`src/rtl/cap_array_cfg_ctrl.sv`:
```
`default_nettype none
// ============================================================================
// cap_array_cfg_ctrl: resets and programs the Giraffe cap-array coefficient
// registers from a local table; readback verify when CAP_CFG_VERIFY_EN is set.
// Rev 1.0
// ============================================================================
module cap_array_cfg_ctrl #(
  parameter int N_POS      = 32,
  parameter int N_COEF     = 3,
  parameter int RST_CYCLES = 1000,
  parameter int WR_PULSE   = 4,
  parameter int RD_TIMEOUT = 255
) (
  input  logic              clk_50M,
  input  logic              nrst,
  input  logic              start,
  input  logic              abort,
  input  logic              tbl_we,
  input  logic [4:0]        tbl_addr,
  input  logic [N_COEF-1:0] tbl_data,
  input  logic              cap_rd_valid,
  input  logic [N_COEF-1:0] cap_coef_out,
  output logic              cap_rstn,
  output logic              cap_wena,
  output logic              cap_rena,
  output logic [4:0]        cap_position,
  output logic [N_COEF-1:0] cap_coefficent_in,
  output logic              cap_read_ack,
  output logic              busy,
  output logic              done,
  output logic              err_timeout,
  output logic [5:0]        mismatch_cnt,
  output logic [4:0]        first_err_pos
);

  localparam int CNT_MAX_W = (RST_CYCLES > WR_PULSE) ? RST_CYCLES : WR_PULSE;
`ifdef CAP_CFG_VERIFY_EN
  localparam int CNT_MAX = (CNT_MAX_W > RD_TIMEOUT) ? CNT_MAX_W : RD_TIMEOUT;
`else
  localparam int CNT_MAX = CNT_MAX_W;
`endif
  localparam int CNT_W = $clog2(CNT_MAX + 1);

  localparam logic [CNT_W-1:0] C_RST_LAST = CNT_W'(RST_CYCLES - 1);
  localparam logic [CNT_W-1:0] C_WR_LAST  = CNT_W'(WR_PULSE - 1);
  localparam logic [5:0]       C_NPOS     = 6'(N_POS);
  localparam logic [4:0]       C_LAST     = 5'(N_POS - 1);

  typedef enum logic [2:0] {
    S_IDLE   = 3'd0,
    S_RESET  = 3'd1,
    S_WSETUP = 3'd2,
    S_WPULSE = 3'd3,
    S_WHOLD  = 3'd4,
    S_RREQ   = 3'd5,
    S_RACK   = 3'd6,
    S_DONE   = 3'd7
  } state_t;

  state_t            r_state;
  logic [N_COEF-1:0] r_tbl [N_POS];
  logic [4:0]        r_idx;
  logic [CNT_W-1:0]  r_cnt;
  logic [4:0]        w_idx_nxt;

  assign w_idx_nxt = r_idx + 5'd1;

  // Host table; frozen for the whole run so written data matches what is verified
  always_ff @(posedge clk_50M or negedge nrst) begin
    if (!nrst) begin
      for (int i = 0; i < N_POS; i++) r_tbl[i] <= '0;
    end else if (tbl_we && !busy && ({1'b0, tbl_addr} < C_NPOS)) begin
      r_tbl[tbl_addr] <= tbl_data;
    end
  end

`ifdef CAP_CFG_VERIFY_EN
  localparam logic [CNT_W-1:0] C_TMO_LAST = CNT_W'(RD_TIMEOUT - 1);
  logic              r_err_seen;
  logic [N_COEF-1:0] r_rd_data;
`else
  logic w_unused;
  assign w_unused      = ^{cap_rd_valid, cap_coef_out};
  assign cap_rena      = 1'b0;
  assign cap_read_ack  = 1'b0;
  assign err_timeout   = 1'b0;
  assign mismatch_cnt  = 6'd0;
  assign first_err_pos = 5'd0;
`endif

  always_ff @(posedge clk_50M or negedge nrst) begin
    if (!nrst) begin
      r_state           <= S_IDLE;
      r_idx             <= '0;
      r_cnt             <= '0;
      cap_rstn          <= 1'b1;
      cap_wena          <= 1'b0;
      cap_position      <= '0;
      cap_coefficent_in <= '0;
      busy              <= 1'b0;
      done              <= 1'b0;
`ifdef CAP_CFG_VERIFY_EN
      cap_rena          <= 1'b0;
      cap_read_ack      <= 1'b0;
      err_timeout       <= 1'b0;
      mismatch_cnt      <= '0;
      first_err_pos     <= '0;
      r_err_seen        <= 1'b0;
      r_rd_data         <= '0;
`endif
    end else if (abort && (r_state != S_IDLE)) begin
      // Error status is deliberately left with whatever was gathered so far
      r_state           <= S_IDLE;
      cap_rstn          <= 1'b1;
      cap_wena          <= 1'b0;
      cap_position      <= '0;
      cap_coefficent_in <= '0;
      busy              <= 1'b0;
`ifdef CAP_CFG_VERIFY_EN
      cap_rena          <= 1'b0;
      cap_read_ack      <= 1'b0;
`endif
    end else begin
      case (r_state)
        S_IDLE: begin
          if (start && !abort) begin
            r_state  <= S_RESET;
            r_cnt    <= '0;
            busy     <= 1'b1;
            done     <= 1'b0;
            cap_rstn <= 1'b0;
`ifdef CAP_CFG_VERIFY_EN
            err_timeout   <= 1'b0;
            mismatch_cnt  <= '0;
            first_err_pos <= '0;
            r_err_seen    <= 1'b0;
`endif
          end
        end
        S_RESET: begin
          if (r_cnt == C_RST_LAST) begin
            r_state           <= S_WSETUP;
            r_idx             <= '0;
            cap_rstn          <= 1'b1;
            cap_position      <= '0;
            cap_coefficent_in <= r_tbl[0];
          end else begin
            r_cnt <= r_cnt + 1'b1;
          end
        end
        S_WSETUP: begin
          r_state  <= S_WPULSE;
          r_cnt    <= '0;
          cap_wena <= 1'b1;
        end
        S_WPULSE: begin
          if (r_cnt == C_WR_LAST) begin
            r_state  <= S_WHOLD;
            cap_wena <= 1'b0;
          end else begin
            r_cnt <= r_cnt + 1'b1;
          end
        end
        S_WHOLD: begin
          if (r_idx == C_LAST) begin
`ifdef CAP_CFG_VERIFY_EN
            r_state      <= S_RREQ;
            r_idx        <= '0;
            r_cnt        <= '0;
            cap_position <= '0;
            cap_rena     <= 1'b1;
`else
            r_state <= S_DONE;
`endif
          end else begin
            // Position and data are launched here so they are stable for all of WSETUP
            r_state           <= S_WSETUP;
            r_idx             <= w_idx_nxt;
            cap_position      <= w_idx_nxt;
            cap_coefficent_in <= r_tbl[w_idx_nxt];
          end
        end
`ifdef CAP_CFG_VERIFY_EN
        S_RREQ: begin
          if (cap_rd_valid) begin
            r_state      <= S_RACK;
            r_rd_data    <= cap_coef_out;
            cap_rena     <= 1'b0;
            cap_read_ack <= 1'b1;
          end else if (r_cnt == C_TMO_LAST) begin
            r_state     <= S_DONE;
            cap_rena    <= 1'b0;
            err_timeout <= 1'b1;
            if (!r_err_seen) begin
              first_err_pos <= r_idx;
              r_err_seen    <= 1'b1;
            end
          end else begin
            r_cnt <= r_cnt + 1'b1;
          end
        end
        S_RACK: begin
          cap_read_ack <= 1'b0;
          if (r_rd_data != r_tbl[r_idx]) begin
            if (mismatch_cnt != 6'd63) mismatch_cnt <= mismatch_cnt + 6'd1;
            if (!r_err_seen) begin
              first_err_pos <= r_idx;
              r_err_seen    <= 1'b1;
            end
          end
          if (r_idx == C_LAST) begin
            r_state <= S_DONE;
          end else begin
            r_state      <= S_RREQ;
            r_idx        <= w_idx_nxt;
            r_cnt        <= '0;
            cap_position <= w_idx_nxt;
            cap_rena     <= 1'b1;
          end
        end
`endif
        S_DONE: begin
          r_state <= S_IDLE;
          busy    <= 1'b0;
          done    <= 1'b1;
        end
        default: r_state <= S_IDLE;
      endcase
    end
  end

endmodule
`default_nettype wire

```
`config.mk`:
```
export PLATFORM = sky130hd
export DESIGN_NAME = cap_array_cfg_ctrl
export DESIGN_NICKNAME = d
export VERILOG_FILES = /design/src/rtl/cap_array_cfg_ctrl.sv
export SDC_FILE = /design/constraint.sdc
export NUM_CORES = 1
export LEC_CHECK = 0
export BUFFER_PORTS_ARGS = -buffer_cell sky130_fd_sc_hd__buf_2
export CORE_MARGIN = 3
export CORE_UTILIZATION = 35
export DETAILED_ROUTE_END_ITERATION = 8
export GPL_ROUTABILITY_DRIVEN = 0
export PLACE_DENSITY_LB_ADDON = 0.1
export SLEW_MARGIN = 40
export SYNTH_ARGS = -nofsm -noshare
export SYNTH_HDL_FRONTEND = slang
export SYNTH_SLANG_ARGS = --single-unit
```
`constraint.sdc`:
```
create_clock -name clk_50M -period 4.7 [get_ports clk_50M]
set_clock_uncertainty 0.15 [all_clocks]
set_input_delay 0.47 -clock clk_50M [delete_from_list [all_inputs] [get_ports clk_50M]]
set_output_delay 0.47 -clock clk_50M [all_outputs]
set_load 0.02 [all_outputs]
```
==> out/qor.csv, run 1 <==
metric,value,unit
status,finished clean,
ys_warn_count,0,
dp_hpwl,10.6,mm
core-area,17500,µm²
cts_max_level,4,
path_clk_slew,0.05,ns
grt_max_degree,45,
n_antenna_cell,0,
min-delay-start,abort,
p_int,2480,µW
dieWidth,140,µm
cts_root_buf,clkbuf_16,
period_needed,2.82,ns
grt.met3_usage,4.03,%
reg2reg_to,cap_coefficent_in[0],
grtUsageMet1,23.7,%
multi_input_area,2980,µm²
syn_inst,546,
clock_latency,0.41,ns
ys.flop_type,dfrtp_1,
hold_class,in2reg,
cp_top_family,multiplexers,
syn-mean-instance-area,11.6,µm²
reg2reg_from,r_idx[1],
crit_chain,ha_2 -> mux4_2 -> mux2i_1 -> o221ai_1 -> a311oi_1 -> o21ai_1,
drt-pass1-iter-count,4,
cts_tree,done,
grtUsageMet2,24.6,%
via_per_inst,5.28,
placed_area,6600,µm²
whs_endpoint,r_state[2],
fin_nets,590,
cp_slowest_cell,ha_2,
seq_power_share,42.2,%
cts_setup_buffers,0,
cp_slowest_stage_delay,0.70,ns
grt_antenna_before_repair,0,
rrSetupSlack,1.88,ns
ctsLongestPathBuffers,2,
final_common_cell,dfrtp_1,
switching_share,28.8,%
maxCapViolCount,0,
vdd_drop_max,0.260,mV
synth-edff-count,0,
area_growth_syn_to_layout,14.1,%
clkPwrFrac,37.4,%
busiest_layer,met2,
min_path_cells,2,
synth_seq_cells,126,
critical_path_class,reg2reg,
grt_overflow,0,
switchingPower,1000,µW
drt_iter0_drc,200,
cp.required,4.83,ns
via_count,4262,
fp-row-count,48,
tightestPinTransition,0.809,ns
portBuffers,24,
ant_nets,0,
seq_area_frac_synth,50.0,%
end_kind,flop,
route.detailed.drc,0,
io_pins,43,
period_share,60.0,%
layout-drive-gt1-share,31.1,%
ys_types,53,
cp_max_fo,18,
comb_power_share,20.4,%
fill_cells,1684,
regArea,3150,µm²
grt_pass1_vias,4333,
critical_path_buf_inv_count,0,
relSlewSlack,46.1,%
slew_viol_final,0,
power.density,483,nW/µm²
fin_area,7190,µm²
grt_pass1_wl,24.9,mm
whs,0.228,ns
wl_per_cell,19.0,µm
max_freq,354,MHz
hold_violations,0,
drt_wl_total,15.3,mm
syn_area,6310,µm²
fin_tns_setup,0,ns
cp.arrival,2.95,ns
setup_viol,0,
dieArea,19700,µm²
async_reset_ff_share,100,%
critPathLaunchType,flop,
cts_buffers,17,
grt_use_total,16.3,%
initial_core_util,36.1,%
fp.dieH,140,µm
rr_worst_depth,6,
rsz0062_at_grt,no,
final_cell_mix,"dfrtp_1, mux2_2, nand2_1, nor2_1, buf_2",
leakage,0.00329,µW
cts.sinks,126,
## state kept, by name, indices dropped and copies added (netlist names)
signal             count
cap_wena               1
r_idx                  5
cap_rstn               1
done                   1
r_cnt                 10
busy                   1
cap_position           5
cap_coefficent_in      3
r_state                3
r_tbl                 96
## layout make-up
class	count	area share, %
Clock buffer	25	6.89
Clock inverter	6	1.15
Inverter	3	0.157
Multi-Input combinational cell	390	41.5
Sequential cell	126	43.8
Tap cell	225	3.91
Timing Repair Buffer	32	2.57
## synthesized netlist by cell type, drive strengths merged (7+ instances only)
library cell  number  area [µm²]
a22o              12         105
a32oi              7        61.3
and3               7        43.8
buf               21         145
clkbuf            19        71.3
dfrtp            125        3130
mux2              98        1100
mux2i             13         130
mux4              12         270
nand2             81         304
nand3             12        60.1
nor2              31         116
nor3               9        45.0
o21ai             20         100
## power groups by stage
stage	logic [µW]	registers (µW)	clock network, µW
finish	711	1470	1300
global route	791	1500	1380
CTS	721	1470	1320
detailed placement	717	1480	0
global placement	699	1470	0
floorplan	551	1430	0
## layer usage
metal	part of all wire [%]	up-vias
li1	-	2003
met1	50	2183
met2	46	63
met3	3.1	13
met4	1.1	0
met5	0	-
## per-stage QoR
stage | total power, µW | worst slack (ns) | util [%] | std cells
after floorplan | 1980 | 2.27 | - | 559
after global placement | 2170 | 1.71 | 37.7 | 775
after detailed placement | 2200 | 1.87 | 37.8 | 775
after CTS | 3510 | 1.86 | 41.1 | 807
after global routing | 3670 | 1.71 | 41.2 | 807
final | 3480 | 1.88 | 41.2 | 807
## worst max-delay path by stage
stage	startpoint	depth (start not counted)	slack, ns	to
floorplan	r_idx[1]	9	2.27	cap_coefficent_in[2]
global placement	r_idx[1]	6	1.71	cap_coefficent_in[0]
detailed placement	r_idx[0]	7	1.87	cap_coefficent_in[1]
CTS	r_idx[1]	6	1.86	cap_coefficent_in[0]
global route	r_idx[1]	7	1.71	cap_coefficent_in[1]
finish	r_idx[1]	6	1.88	cap_coefficent_in[0]
## timing repair
item | in CTS | in global routing
hold buffers | 1 | 0
hold endpoints to repair | 40 | 0
gates resized for setup | 0 | 0
## cell families after synthesis
kind of cell | count (synthesis) | synth area share (%)
AOI/OAI and AO/OA | 72 | 8.55
other | 1 | 0.0595
and+or+nand+nor | 174 | 12.7
xor gates and xnor gates | 4 | 0.675
DFF | 126 | 50.0
muxes | 123 | 23.8
adders and majority gates | 3 | 0.595
buffers and inverters | 43 | 3.61
(Power assumes the default switching activity.)
==> run 2, diff against run 1 <==
- ABC_AREA: unset -> 1
- clock period: 4.7 -> 2.27 ns (I/O delays scaled with it)
==> out/qor.csv, run 2 <==
metric,value,unit
path_clk_slew,0.06,ns
cts.sinks,126,
ys_warn_count,0,
critical_path_class,reg2reg,
period_share,93.9,%
final_common_cell,nand2_1,
largest_registers,"r_tbl x96, r_cnt x10",
ys.flop_type,dfrtp_1,
ant_nets,0,
crit_start,r_idx[0],
synth_top_family_by_area,simple AND/OR/NAND/NOR gates,
fill_cells,1870,
max_freq,469,MHz
cp_slowest_cell,dfrtp_1,
syn_inst,858,
cp_top_family,simple AND/OR/NAND/NOR gates,
fp.dieH,142,µm
top_layer_used,met4,
met1_length,8.34,mm
dr_wl_met2,8.02,mm
synth_compound_gate_area_share,10.3,%
leakage,0.00371,µW
portBuffers,24,
drt_wl_total,17.1,mm
reg2reg_from,r_idx[0],
synth_mux_area_share,0,%
routed-wl-met3,559,µm
io_pins,43,
tightestPinTransition,0.641,ns
rr_worst_depth,10,
vdd_drop_max,0.537,mV
preCtsSetupSlack,0.171,ns
drt-pass1-iter-count,5,
cts_tree,done,
critPathLaunchType,flop,
cp_slowest_stage_delay,0.44,ns
cp.required,2.42,ns
cp.arrival,2.28,ns
cp_max_fo,12,
dieArea,20100,µm²
cts_root_buf,clkbuf_16,
synth-simple-area-share,30.4,%
layout-drive-gt1-share,11.2,%
grt_use_total,17.8,%
synthXorXnorAreaFrac,1.09,%
synth_seq_cells,126,
area_growth_syn_to_layout,16.6,%
end_kind,flop,
n_antenna_cell,0,
hold_violations,0,
largest_reg_flops,96,
cts_resized,0,
cts_buffers,17,
status,finished clean,
dp_hpwl,11.1,mm
period_needed,2.13,ns
seq_area_frac_synth,48.8,%
initial_core_util,35.8,%
wl_per_cell,15.0,µm
yosys.area_share.adder,0.581,%
async_reset_ff_share,100,%
crit_chain,ha_1 -> xor2_1 -> buf_4 -> nand3_1 -> nand3_1 -> nand2_1 -> nand2_1 -> nand3_1 -> nand2_1 -> nand2_1,
ys_types,37,
yosys-top-cells-area,"dfrtp_1, nand2_1, o21ai_0, nand3_1, inv_1",
cp_common_cell,nand2_1,
largest_register,r_tbl,
setup_ws,0.138,ns
setup_viol,0,
slew_viol_final,0,
power.density,1050,nW/µm²
grt_pass1_wl,28.3,mm
grt_max_degree,60,
via_per_inst,4.74,
synth_most_common_cell,nand2_1,
via_count,5413,
route.detailed.drc,0,
ctsLongestPathBuffers,2,
grt_overflow,0,
synth_top_area_share,48.4,%
relSlewSlack,56.9,%
fp-row-count,49,
synth_common_cells,"nand2_1, dfrtp_1, o21ai_0, inv_1, nand3_1",
grt_antenna_before_repair,0,
dieWidth,142,µm
final_cell_mix,"nand2_1, dfrtp_1, o21ai_0, inv_1, nand3_1",
critical_path_buf_inv_count,1,
syn_area,6460,µm²
syn-mean-instance-area,7.53,µm²
synth-edff-count,0,
grt_pass1_vias,5339,
crit_cells,10,
fin_nets,921,
maxCapViolCount,0,
cts_max_level,4,
core-area,18000,µm²
clock_latency,0.41,ns
yosysTopAreaCell,dfrtp_1,
hold_class,in2async,
fin_tns_setup,0,ns
drt_iter0_drc,385,
==> run 2: logic make-up after synthesis <==
family          count (synthesis)
xor+xnor                        8
simple gates                  466
buf+inv                       125
compound gates                129
other cells                     1
flops                         126
fa+ha+maj                       3
==> run 2: path summary, 6_finish.rpt <==
kind	end	slack (ns)
max reg2reg	cap_coefficent_in[2]	0.14
min	r_tbl[71]	0.16
min reg2reg	cap_coefficent_in[0]	0.32
max in group asynchronous	r_tbl[30]	1.04
min in group clk_50M	r_tbl[39]	0.21
max	cap_coefficent_in[2]	0.14
==> run 2: stage by stage <==
| stage | area, µm² | total power [µW] | instances | util [%] | hold WS (ns) |
|---|---|---|---|---|---|
| after floorplan | 6510 | 4620 | 871 | - | -0.219 |
| after global placement | 6900 | 5190 | 1106 | 38.3 | 0.0650 |
| after global routing | 7530 | 8450 | 1143 | 41.8 | 0.194 |
| final | 7530 | 7880 | 1143 | 41.8 | 0.164 |
| after detailed placement | 6900 | 5200 | 1106 | 38.3 | 0.0669 |
| after CTS | 7520 | 7930 | 1141 | 41.7 | 0.172 |
==> run 2: layer usage <==
layer | GRT usage (%) | up-vias
met3 | 3.77 | 15
met2 | 29.3 | 90
met5 | 0 | -
met1 | 24.2 | 2503
li1 | - | 2805
met4 | 4.39 | 0
==> run 2: area by class of cell <==
| type | count | area [µm²] | area share, % |
|---|---|---|---|
| Inverter | 79 | 299 | 3.97 |
| Clock inverter | 14 | 145 | 1.93 |
| Multi-Input combinational cell | 621 | 2800 | 37.2 |
| Sequential cell | 126 | 3150 | 41.9 |
| Clock buffer | 18 | 439 | 5.83 |
| Tap cell | 229 | 287 | 3.80 |
| Timing Repair Buffer | 56 | 408 | 5.42 |
==> run 2: what timing repair did <==
| action | in CTS | in global routing |
|---|---|---|
| buffers inserted | 0 | 1 |
| endpoints found under the hold margin | 33 | 0 |
| hold buffers | 3 | 0 |
| endpoints found under the setup margin | 0 | 3 |
==> run 2: report_power, final <==
group	total [µW]	switching [µW]	internal [µW]
clock network	2680	1040	1640
registers	3140	334	2800
logic	2060	1310	742
